==> src/rtl/bcd_to_binary_seq.sv <==
// bcd_to_binary_seq: two-digit BCD to binary converter using reverse double-dabble,
// one shift per clock with a start/busy/done handshake.
// Optional build macro BCD_DIGIT_CHECK_EN: flags non-BCD digits at load, skips the
// shift phase and reports bin=0, err=1 one cycle after start.
module bcd_to_binary_seq #(
    parameter int NDIGITS = 2,
    parameter int BIN_W   = 7
) (
    input  logic             clk,
    input  logic             rst,
    input  logic             start_i,
    input  logic [3:0]       d_tens_i,
    input  logic [3:0]       d_ones_i,
    output logic             busy_o,
    output logic             done_o,
    output logic [BIN_W-1:0] bin_o,
    output logic             err_o
);
    localparam int BCD_W = 4 * NDIGITS;
    localparam int CW    = $clog2(BIN_W + 1);
    localparam logic [CW-1:0] LAST = CW'(BIN_W - 1);

    typedef enum logic [1:0] {IDLE, SHIFT, DONE} state_t;

    state_t             state_q, state_d;
    logic [CW-1:0]      cnt_q, cnt_d;
    logic [BCD_W-1:0]   bcd_q, bcd_d;
    logic [BIN_W-1:0]   bin_q, bin_d;
    logic [BCD_W+BIN_W-1:0] shifted;
    logic               load;
    logic               err_flag;

    assign load = (state_q == IDLE) && start_i;

`ifdef BCD_DIGIT_CHECK_EN
    logic err_q;
    // Digit legality is captured at load and cleared by the next accepted start
    always_ff @(posedge clk) begin
        if (rst)
            err_q <= 1'b0;
        else if (load)
            err_q <= (d_tens_i > 4'd9) || (d_ones_i > 4'd9);
    end
    assign err_flag = err_q;
`else
    assign err_flag = 1'b0;
`endif

    // State register
    always_ff @(posedge clk) begin
        if (rst)
            state_q <= IDLE;
        else
            state_q <= state_d;
    end

    // Next state: a flagged illegal input bypasses the shift phase
    always_comb begin
        state_d = state_q;
        unique case (state_q)
            IDLE:    state_d = start_i ? SHIFT : IDLE;
            SHIFT:   state_d = (err_flag || cnt_q == LAST) ? DONE : SHIFT;
            default: state_d = IDLE;
        endcase
    end

    // Outputs: busy spans SHIFT and the DONE cycle; bin is the accumulated result
    always_comb begin
        busy_o = state_q != IDLE;
        done_o = state_q == DONE;
        bin_o  = bin_q;
        err_o  = err_flag;
    end

    // Datapath registers: latched digits, partial binary result, iteration count
    always_ff @(posedge clk) begin
        if (rst) begin
            bcd_q <= '0;
            bin_q <= '0;
            cnt_q <= '0;
        end else begin
            bcd_q <= bcd_d;
            bin_q <= bin_d;
            cnt_q <= cnt_d;
        end
    end

    // One reverse double-dabble step: shift right, then pull each digit >= 8 down by 3
    always_comb begin
        shifted = {bcd_q, bin_q} >> 1;
        for (int i = 0; i < NDIGITS; i++)
            if (shifted[BIN_W+4*i +: 4] >= 4'd8)
                shifted[BIN_W+4*i +: 4] = shifted[BIN_W+4*i +: 4] - 4'd3;
        bcd_d = bcd_q;
        bin_d = bin_q;
        cnt_d = cnt_q;
        if (load) begin
            bcd_d = BCD_W'({d_tens_i, d_ones_i});
            bin_d = '0;
            cnt_d = '0;
        end else if (state_q == SHIFT && !err_flag) begin
            {bcd_d, bin_d} = shifted;
            cnt_d = cnt_q + CW'(1);
        end
    end
endmodule

==> config.mk <==
export PLATFORM = sky130hd
export DESIGN_NAME = bcd_to_binary_seq
export DESIGN_NICKNAME = d
export VERILOG_FILES = /design/src/rtl/bcd_to_binary_seq.sv
export SDC_FILE = /design/constraint.sdc
export NUM_CORES = 1
export LEC_CHECK = 0
export CORE_MARGIN = 3
export CORE_UTILIZATION = 44
export CTS_BUF_LIST = sky130_fd_sc_hd__clkbuf_8 sky130_fd_sc_hd__clkbuf_16
export DETAILED_ROUTE_END_ITERATION = 8
export PLACE_DENSITY = 0.71
export SYNTH_ARGS = -nofsm -noshare
export SYNTH_HDL_FRONTEND = slang
export SYNTH_SLANG_ARGS = --single-unit
==> constraint.sdc <==
create_clock -name clk -period 1.4 [get_ports clk]
set_input_delay 0.14 -clock clk [delete_from_list [all_inputs] [get_ports clk]]
set_output_delay 0.14 -clock clk [all_outputs]
set_load 0.03 [all_outputs]
==> qor.yml, run 1 <==
finalCritPeriodShare: 0.9192
hold_path.class: "input pin to flop"
die_y_um: 51.84
final-instance-count-excl-fill: 157
async_flop_share: 0
skew_ns: 0.004863
cts_sinks: 20
drt_iter0_drc: 15
crit_fanout: 6
cts_buffers: 3
place.gp.congestion: 0.7320
cap_viol_max_count: 0
dr.pass1.iters: 4
synth_common_cells: "dfxtp_1 (20), nand2_1 (19), a21oi_1 (10)"
dp_cells: 154
yosysWarnings: 0
ys_types: 29
yosys.area.top_type: "dfxtp_1"
dp_slack_ns: -0.07622
fin_area_mm2: 0.001212
row_count: 15
grt_pass1_wl_um: 3381
syn_nets: 124
cp-end-kind: "output pin"
num_io_pins: 21
setup_tns_ns: 0
vias_per_cell: 5.172
grt_pass1_vias: 761
startpoint_type: "flop"
netlist_area_um2: 924.6
htreeDepth: 1
nets: 149
p_leak_nw: 0.4975
cp.arrival_ns: 1.15
synthTopCellsByArea: "dfxtp_1 (43%), nand2_1 (7.7%), a21oi_1 (5.4%)"
drcViolationCount: 0
synth_edf_count: 0
wl_per_cell_um: 12.45
syn_to_final_growth_pct: 31.12
multi_input_area_um2: 470.5
hold_viol_final: 0
root_buffer: "clkbuf_8"
status: "finished, final reports clean"
track_usage: 0.1649
vias: 812
antennaDiodeCount: 0
wirelength_um: 1954
grt_max_degree: 13
antenna_found_initial: 0
crit_type: "flop to output pin"
p_per_area_mw_per_mm2: 983.0
synth_top_cell_area_share: 0.4330
postPlaceCellArea_mm2: 0.001171
peakVddDrop_mv: 0.7602
rsz0062_at_grt: "no"
seq_area_frac_synth: 0.4330
avgSynthCellArea_um2: 8.483
insertion_delay_ns: 0.25
seq_area_um2: 401.6
core_area_mm2: 0.001858
initial_core_util: 0.4976
portBuffers: 19
setup_violations: 0
drive_gt1_frac: 0.1364
netlist_instances: 109
cp.required_ns: 1.26
slew_viol_final: 0
cts_tree: "yes"
antenna_left: 0
overflow: 0
synth_flop_cell: "dfxtp_1"
fillers: 164
holdWs_ns: 0.4389
fmax_mhz: 777.1
dieWidth_um: 51.84
die_area_mm2: 0.002687
clk_pin_slew_ns: 0.06
worst_slack_ns: 0.1131
cts_max_path_buffers: 2
synth_most_common_cell: "dfxtp_1"
ys_seq_elements: 20
hpwl_um: 1439
cts_setup_buffers: 0
fin_crit_ns: 1.287
critical path: stages (launching register included):
cell and delay (ns):
dfxtp_1 0.44, buf_4 0.17, inv_1 0.07, nand2_1 0.06
buf_4 0.15
worst paths after layout:
| kind | from | end | depth (start not counted) | slack [ns] |
|---|---|---|---|---|
| max | state_q[0] | busy_o | 4 | 0.11 |
| min | d_tens_i[3] | bcd_q[7] | 3 | 0.44 |
| max reg2reg | state_q[0] | cnt_q[1] | 4 | 0.14 |
| min reg2reg | bcd_q[0] | bin_o[6] | 2 | 0.45 |
logic make-up (layout without fill, tap and decap cells):
logic type / Yosys count / in the layout / synth area share
multiplexers: 1 / 1 / 0.01218
buffers and inverters: 12 / 35 / 0.06631
adder cells (fa/ha/maj): 4 / 4 / 0.05413
AO/OA/AOI/OAI: 24 / 24 / 0.1638
XOR/XNOR: 4 / 4 / 0.03790
other: 1 / 1 / 0.004056
AND/OR/NAND/NOR: 43 / 43 / 0.2287
flip-flops: 20 / 20 / 0.4330
final cells by class:
class                   count  share of cell area
repair buffers             27              0.2054
inverters                   5             0.01548
clock buffers               3             0.03406
well taps                  25             0.02580
flip-flops and latches     20              0.3313
multi-input cells          77              0.3880
layer usage:
metal	GRT usage	part of all wire	up-vias
met5	0	0	-
met4	0.01310	0.0041	0
met3	0.05444	0.038	2
met2	0.2908	0.49	9
met1	0.2004	0.46	389
li1	-	-	412
repair_timing:
action                                  CTS  global route
endpoints found under the setup margin    7             1
hold buffers                              0             0
pin swaps                                 0             0
gates resized for setup                   7             3
stage by stage:
| stage | power [mW] | utilization |
|---|---|---|
| floorplan | 0.7598 | - |
| global placement | 0.8344 | 0.6303 |
| detailed placement | 0.8389 | 0.6303 |
| CTS | 1.203 | 0.6478 |
| global route | 1.260 | 0.6525 |
| finish | 1.192 | 0.6525 |
flip-flops by register name, summed over array words and instances (netlist names):
name	cells
bin_o	7
bcd_q	8
cnt_q	3
state_q	2
where the power goes:
part	internal [mW]	leakage, nW	total (mW)	switching (mW)
logic	0.109	0.312	0.209	0.100
clock network	0.191	0.0216	0.362	0.171
registers	0.597	0.164	0.621	0.0237
total	0.897	0.498	1.19	0.295
cells in the final DEF, fill, tap and decap left out, types with 2 or more instances in the layout:
| cell | count |
|---|---|
| o22ai_1 | 5 |
| nor2_1 | 8 |
| nand2b_1 | 6 |
| nand2_1 | 19 |
| dfxtp_1 | 19 |
| inv_1 | 5 |
| nand3b_1 | 2 |
| dlygate4sd2_1 | 7 |
| clkdlybuf4s50_1 | 10 |
| buf_4 | 9 |
| a21oi_1 | 10 |
| clkbuf_8 | 3 |
| a211oi_1 | 5 |
| ha_1 | 4 |
| xnor2_1 | 3 |
Note: power is estimated with default switching activity, not from simulation.
==> run 2, diff against run 1 <==
CORE_MARGIN = 2   (was 3)
PLACE_DENSITY = 0.79   (was 0.71)
==> run 2 against run 1 <==
Compared with the run above: die area fell by 7.6%; largest power group unchanged; global-route usage rose by 0.56 points; combinational power fell by 5%; non-clock buffer count did not move; clock skew rose by 0.0020 ns; power rose by 5.1%; count of clock-buffer cells in the layout rose by 1; wire length fell by 4.7%; critical path type unchanged; clock power rose by 20%; sequential power barely moved; critical endpoint is now done_o; setup slack improved by 0.011 ns.
==> qor.yml, run 2 (synthesized netlist as in run 1, its figures left out) <==
status: "finished, final reports clean"
fin_area_mm2: 0.001207  # -0.41%
fin_crit_ns: 1.276  # -0.01072 ns
startpoint_type: "flop"
final_common_cell: "dfxtp_1"
grt_pass1_wl_um: 3291  # -2.7%
antenna_left: 0  # unchanged
cp-end-kind: "output pin"
cts.repair.resized: 7  # unchanged
wirelength_um: 1863  # -4.7%
cp.arrival_ns: 1.14  # about the same
largest_reg_flops: 8  # unchanged
drive_gt1_frac: 0.1278  # -0.008544
slowest_stage: "dfxtp_1"
hold_path.class: "input pin to flop"
grt_pass1_vias: 756  # -0.66%
crit_fanout: 8  # +2
wl_per_cell_um: 11.64  # -6.4%
vias: 821  # +1.1%
p_leak_nw: 0.4955  # -0.40%
postPlaceCellArea_mm2: 0.001161  # -0.85%
cp.required_ns: 1.26  # about the same
path_delay_family: "flip-flops"
peakVddDrop_mv: 0.7157  # -5.9%
skew_ns: 0.006830  # +0.001967 ns
rsz0062_at_grt: "no"
finalCritPeriodShare: 0.9115  # -0.007658
fin_util: 0.6092  # -0.04331
drt_iter0_drc: 14  # -1
htreeDepth: 1  # unchanged
antenna_found_initial: 0  # unchanged
cts_buffers: 3  # unchanged
insertion_delay_ns: 0.26  # about the same
num_io_pins: 21  # unchanged
fmax_mhz: 783.6  # +0.84%
p_per_area_mw_per_mm2: 1037  # +5.5%
cts_setup_buffers: 0  # unchanged
portBuffers: 19  # unchanged
grt_max_degree: 12  # -1
cts_max_path_buffers: 2  # unchanged
path_buf_inv: 2  # -1
dieWidth_um: 49.84  # -3.9%
cts_sinks: 20  # unchanged
overflow: 0  # unchanged
row_count: 16  # +1
clk_pin_slew_ns: 0.07  # about the same
drcViolationCount: 0  # unchanged
hold_viol_final: 0  # unchanged
top_register: "bcd_q"
fillers: 176  # +7.3%
die_area_mm2: 0.002484  # -7.6%
antennaDiodeCount: 0  # unchanged
layout_common_cells: "dfxtp_1 (20), nand2_1 (19), a21oi_1 (10), clkdlybuf4s50_1 (10), buf_4 (10)"
vias_per_cell: 5.131  # -0.79%
ctsHoldBuffers: 0  # unchanged
slew_viol_final: 0  # unchanged
cap_viol_max_count: 0  # unchanged
hpwl_um: 1427  # -0.85%
cpPeakStageDelay_ns: 0.45  # about the same
crit_chain: "inv_1 -> nor2_1 -> buf_4"
syn_to_final_growth_pct: 30.58
setup_violations: 0  # unchanged
nets: 149  # unchanged
track_usage: 0.1705  # +0.005636
die_y_um: 49.84  # -3.9%
initial_core_util: 0.4665  # -0.03110
place.gp.congestion: 0.8154  # +11%
core_area_mm2: 0.001982  # +6.7%
dr.pass1.iters: 4  # unchanged
root_buffer: "clkbuf_8"
cts_tree: "yes"
crit_type: "flop to output pin"
## run 2: worst register-to-register path, cell delays in order (launching register included)
cell and delay, ns:
dfxtp_1 0.42, inv_1 0.07, ha_1 0.28, mux2_2 0.26, nand2_1 0.06, a31oi_1 0.07
## run 2: path summary, 6_finish.rpt
check / end / slack, ns / cells after the start / startpoint
max: done_o / 0.12 / 3 / state_q[1]
min: bcd_q[7] / 0.43 / 3 / d_tens_i[3]
min reg2reg: bin_o[0] / 0.45 / 2 / bin_o[0]
max reg2reg: bcd_q[1] / 0.13 / 5 / bcd_q[1]
## run 2: where the power goes
| part | internal, mW | switching, mW |
|---|---|---|
| Clock | 0.250 | 0.183 |
| Sequential | 0.597 | 0.0243 |
| Combinational | 0.103 | 0.0956 |
| Total | 0.950 | 0.303 |
## run 2: area by class of cell
class | instances | area [um2] | share of cell area
tap | 27 | 33.78 | 0.02798
inverter | 5 | 18.77 | 0.01554
multi-input combinational | 77 | 462.9 | 0.3834
sequential | 20 | 400.4 | 0.3316
timing repair buffer | 27 | 236.5 | 0.1959
clock buffer | 4 | 55.05 | 0.04560
## run 2: through the flow
step	TNS [ns]	cells	setup slack (ns)	hold WS (ns)	power [mW]
after floorplan	0	109	0.1707	0.2747	0.7598
after global placement	-0.4992	156	-0.05587	0.4435	0.8271
after detailed placement	-0.9465	156	-0.09968	0.4497	0.8338
after CTS	0	160	0.1181	0.4334	1.264
after global routing	0	160	0.002735	0.4702	1.315
final	0	160	0.1238	0.4315	1.253
## run 2: layer usage
layer,GRT usage,wire (um),vias to the layer above,share of wire
met5,0,0,-,0
met1,0.2197,877,381,0.47
met3,0.02121,51,4,0.027
met4,0.08333,31,0,0.017
li1,-,-,418,-
met2,0.2800,903,18,0.48
==> run 3, diff against run 2 <==
PLACE_DENSITY = 0.67   (was 0.79)
clock period = 1.26 ns   (was 1.4 ns; I/O delays follow)
==> run 3 against run 2 <==
Compared with the run above: setup slack worse by 0.076 ns; first-iteration DRC count is the same; critical path depth increased by 1; cell count rose by 1.3%; power grew 7.1%; worst hold slack worse by 0.0075 ns; clock skew fell by 0.0047 ns; sequential power up 11%; sequential share of layout area down 0.56 points; critical path type unchanged; critical endpoint is now busy_o.
==> qor.yml, run 3 (synthesized netlist as in run 1, its figures left out) <==
status: "finished, final reports clean"
layout_common_cells: "nand2_1 (19), dfxtp_1 (16), buf_4 (12)"
ctsHoldBuffers: 0  # unchanged
nets: 152  # +2.0%
drive_gt1_frac: 0.2000  # +0.07218
vias: 805  # -1.9%
p_per_area_mw_per_mm2: 1072  # +3.3%
startpoint_type: "flop"
antennaDiodeCount: 0  # unchanged
seq_area_um2: 407.9  # +1.9%
final_common_cell: "nand2_1"
initial_core_util: 0.4665  # unchanged
drt_iter0_drc: 14  # unchanged
slowest_stage: "dfxtp_2"
place.gp.congestion: 0.7832  # -3.9%
overflow: 0  # unchanged
cts_sinks: 20  # unchanged
die_area_mm2: 0.002484  # unchanged
wirelength_um: 1950  # +4.7%
grt_pass1_wl_um: 3429  # +4.2%
hold_path.class: "input pin to flop"
crit_type: "flop to output pin"
min_to: "bcd_q[7]"
htreeDepth: 1  # unchanged
worstReg2RegEnd: "cnt_q[1]"
crit_path_frequent_cell: "buf_4"
antenna_found_initial: 0  # unchanged
cts_buffers: 3  # unchanged
track_usage: 0.1779  # +0.007365
finalCritPeriodShare: 0.9624
multi_input_area_um2: 478.0  # +3.2%
crit_chain: "buf_4 -> inv_1 -> nand2_1 -> buf_4"
dr.pass1.iters: 5  # +1
ff2ff_path_depth: 4  # -1
row_count: 16  # unchanged
hpwl_um: 1424  # -0.25%
peakVddDrop_mv: 0.6093  # -15%
grt_max_degree: 11  # -1
crit_fanout: 6  # -2
cp.arrival_ns: 1.09  # -0.05 ns
setup_violations: 0  # unchanged
postPlaceCellArea_mm2: 0.001196  # +3.0%
clk_pin_slew_ns: 0.07  # about the same
cts_max_path_buffers: 2  # unchanged
vias_per_cell: 4.969  # -3.2%
holdPathStages: 3  # unchanged
syn_to_final_growth_pct: 35.32
slew_viol_final: 0  # unchanged
reg2reg_from: "state_q[1]"
rrSetupSlack_ns: 0.07  # -0.06 ns
grt_pass1_vias: 802  # +6.1%
fillers: 178  # +1.1%
portBuffers: 19  # unchanged
num_io_pins: 21  # unchanged
cpPeakStageDelay_ns: 0.36  # -0.09 ns
min_from: "d_tens_i[3]"
skew_ns: 0.002111  # -0.004718 ns
totalPowerFinal_mw: 1.341  # +7.1%
cp.required_ns: 1.13  # -0.13 ns
fin_area_mm2: 0.001251  # +3.6%
die_y_um: 49.84  # unchanged
cp-end-kind: "output pin"
cts_tree: "yes"
hold_viol_final: 0  # unchanged
fmax_mhz: 824.7
cap_viol_max_count: 0  # unchanged
dieWidth_um: 49.84  # unchanged
top_register: "bcd_q"
largest_reg_flops: 8  # unchanged
drcViolationCount: 0  # unchanged
antenna_left: 0  # unchanged
wl_per_cell_um: 12.04  # +3.4%
fin_crit_ns: 1.213
core_area_mm2: 0.001982  # unchanged
p_leak_nw: 0.5120  # +3.3%
root_buffer: "clkbuf_8"
insertion_delay_ns: 0.25  # about the same
==> run 3: cell types whose count changed in the layout (fill, tap and decap cells not counted), moves of 2 or more <==
cell	delta
dfxtp_2	+3
dfxtp_1	-4
buf_4	+2
nor2b_1	-2
==> run 3: per-stage QoR <==
stage            TNS, ns  worst slack, ns  hold WS, ns  instances  utilization
6_report               0          0.04741       0.4240        162       0.6313
5_1_grt        -0.003563        -0.003563       0.4295        162       0.6313
3_3_place_gp      -2.103          -0.1699       0.4462        159       0.6035
4_1_cts                0         0.005333       0.4257        162       0.6218
2_1_floorplan          0          0.03068       0.2607        109            -
3_5_place_dp      -2.213          -0.1881       0.4506        159       0.6035
==> run 3: worst max path at each step <==
stage | endpoint | from | slack, ns
after floorplan | bcd_q[2] | state_q[0] | 0.03
after global placement | cnt_q[1] | start_i | -0.17
after detailed placement | cnt_q[1] | start_i | -0.19
after CTS | busy_o | state_q[0] | 0.005
after global routing | bcd_q[1] | state_q[1] | -0.004
final | busy_o | state_q[0] | 0.05
==> run 3: area by class of cell <==
| class | instances | area share |
|---|---|---|
| tap | 27 | 0.02700 |
| timing repair buffer | 30 | 0.2170 |
| multi-input combinational | 77 | 0.3820 |
| clock buffer | 3 | 0.03300 |
| sequential | 20 | 0.3260 |
| inverter | 5 | 0.01500 |
==> run 3: per-layer routing <==
| metal | GRT usage | vias up | part of all wire |
|---|---|---|---|
| met5 | 0 | - | 0 |
| met4 | 0.05556 | 0 | 0 |
| met2 | 0.3111 | 8 | 0.49 |
| met3 | 0.02727 | 0 | 0.020 |
| met1 | 0.2229 | 380 | 0.49 |
| li1 | - | 417 | - |
==> run 3: critical path: cells and delay by family, from the launching register on <==
family	cells	cell delay, ns
buffers and inverters	3	0.42
DFF	1	0.36
and+or+nand+nor	1	0.06
==> run 3: repair_timing <==
item                                    4_1_cts  5_1_grt
resized for setup                             9        8
pin swaps                                     0        3
endpoints found under the setup margin        9       16
endpoints found under the hold margin         0        0
setup buffers                                 0        0
==> run 3: power breakdown <==
part	total [mW]	switching, mW	internal (mW)
Clock	0.405	0.193	0.212
Sequential	0.690	0.0267	0.663
Combinational	0.247	0.114	0.133
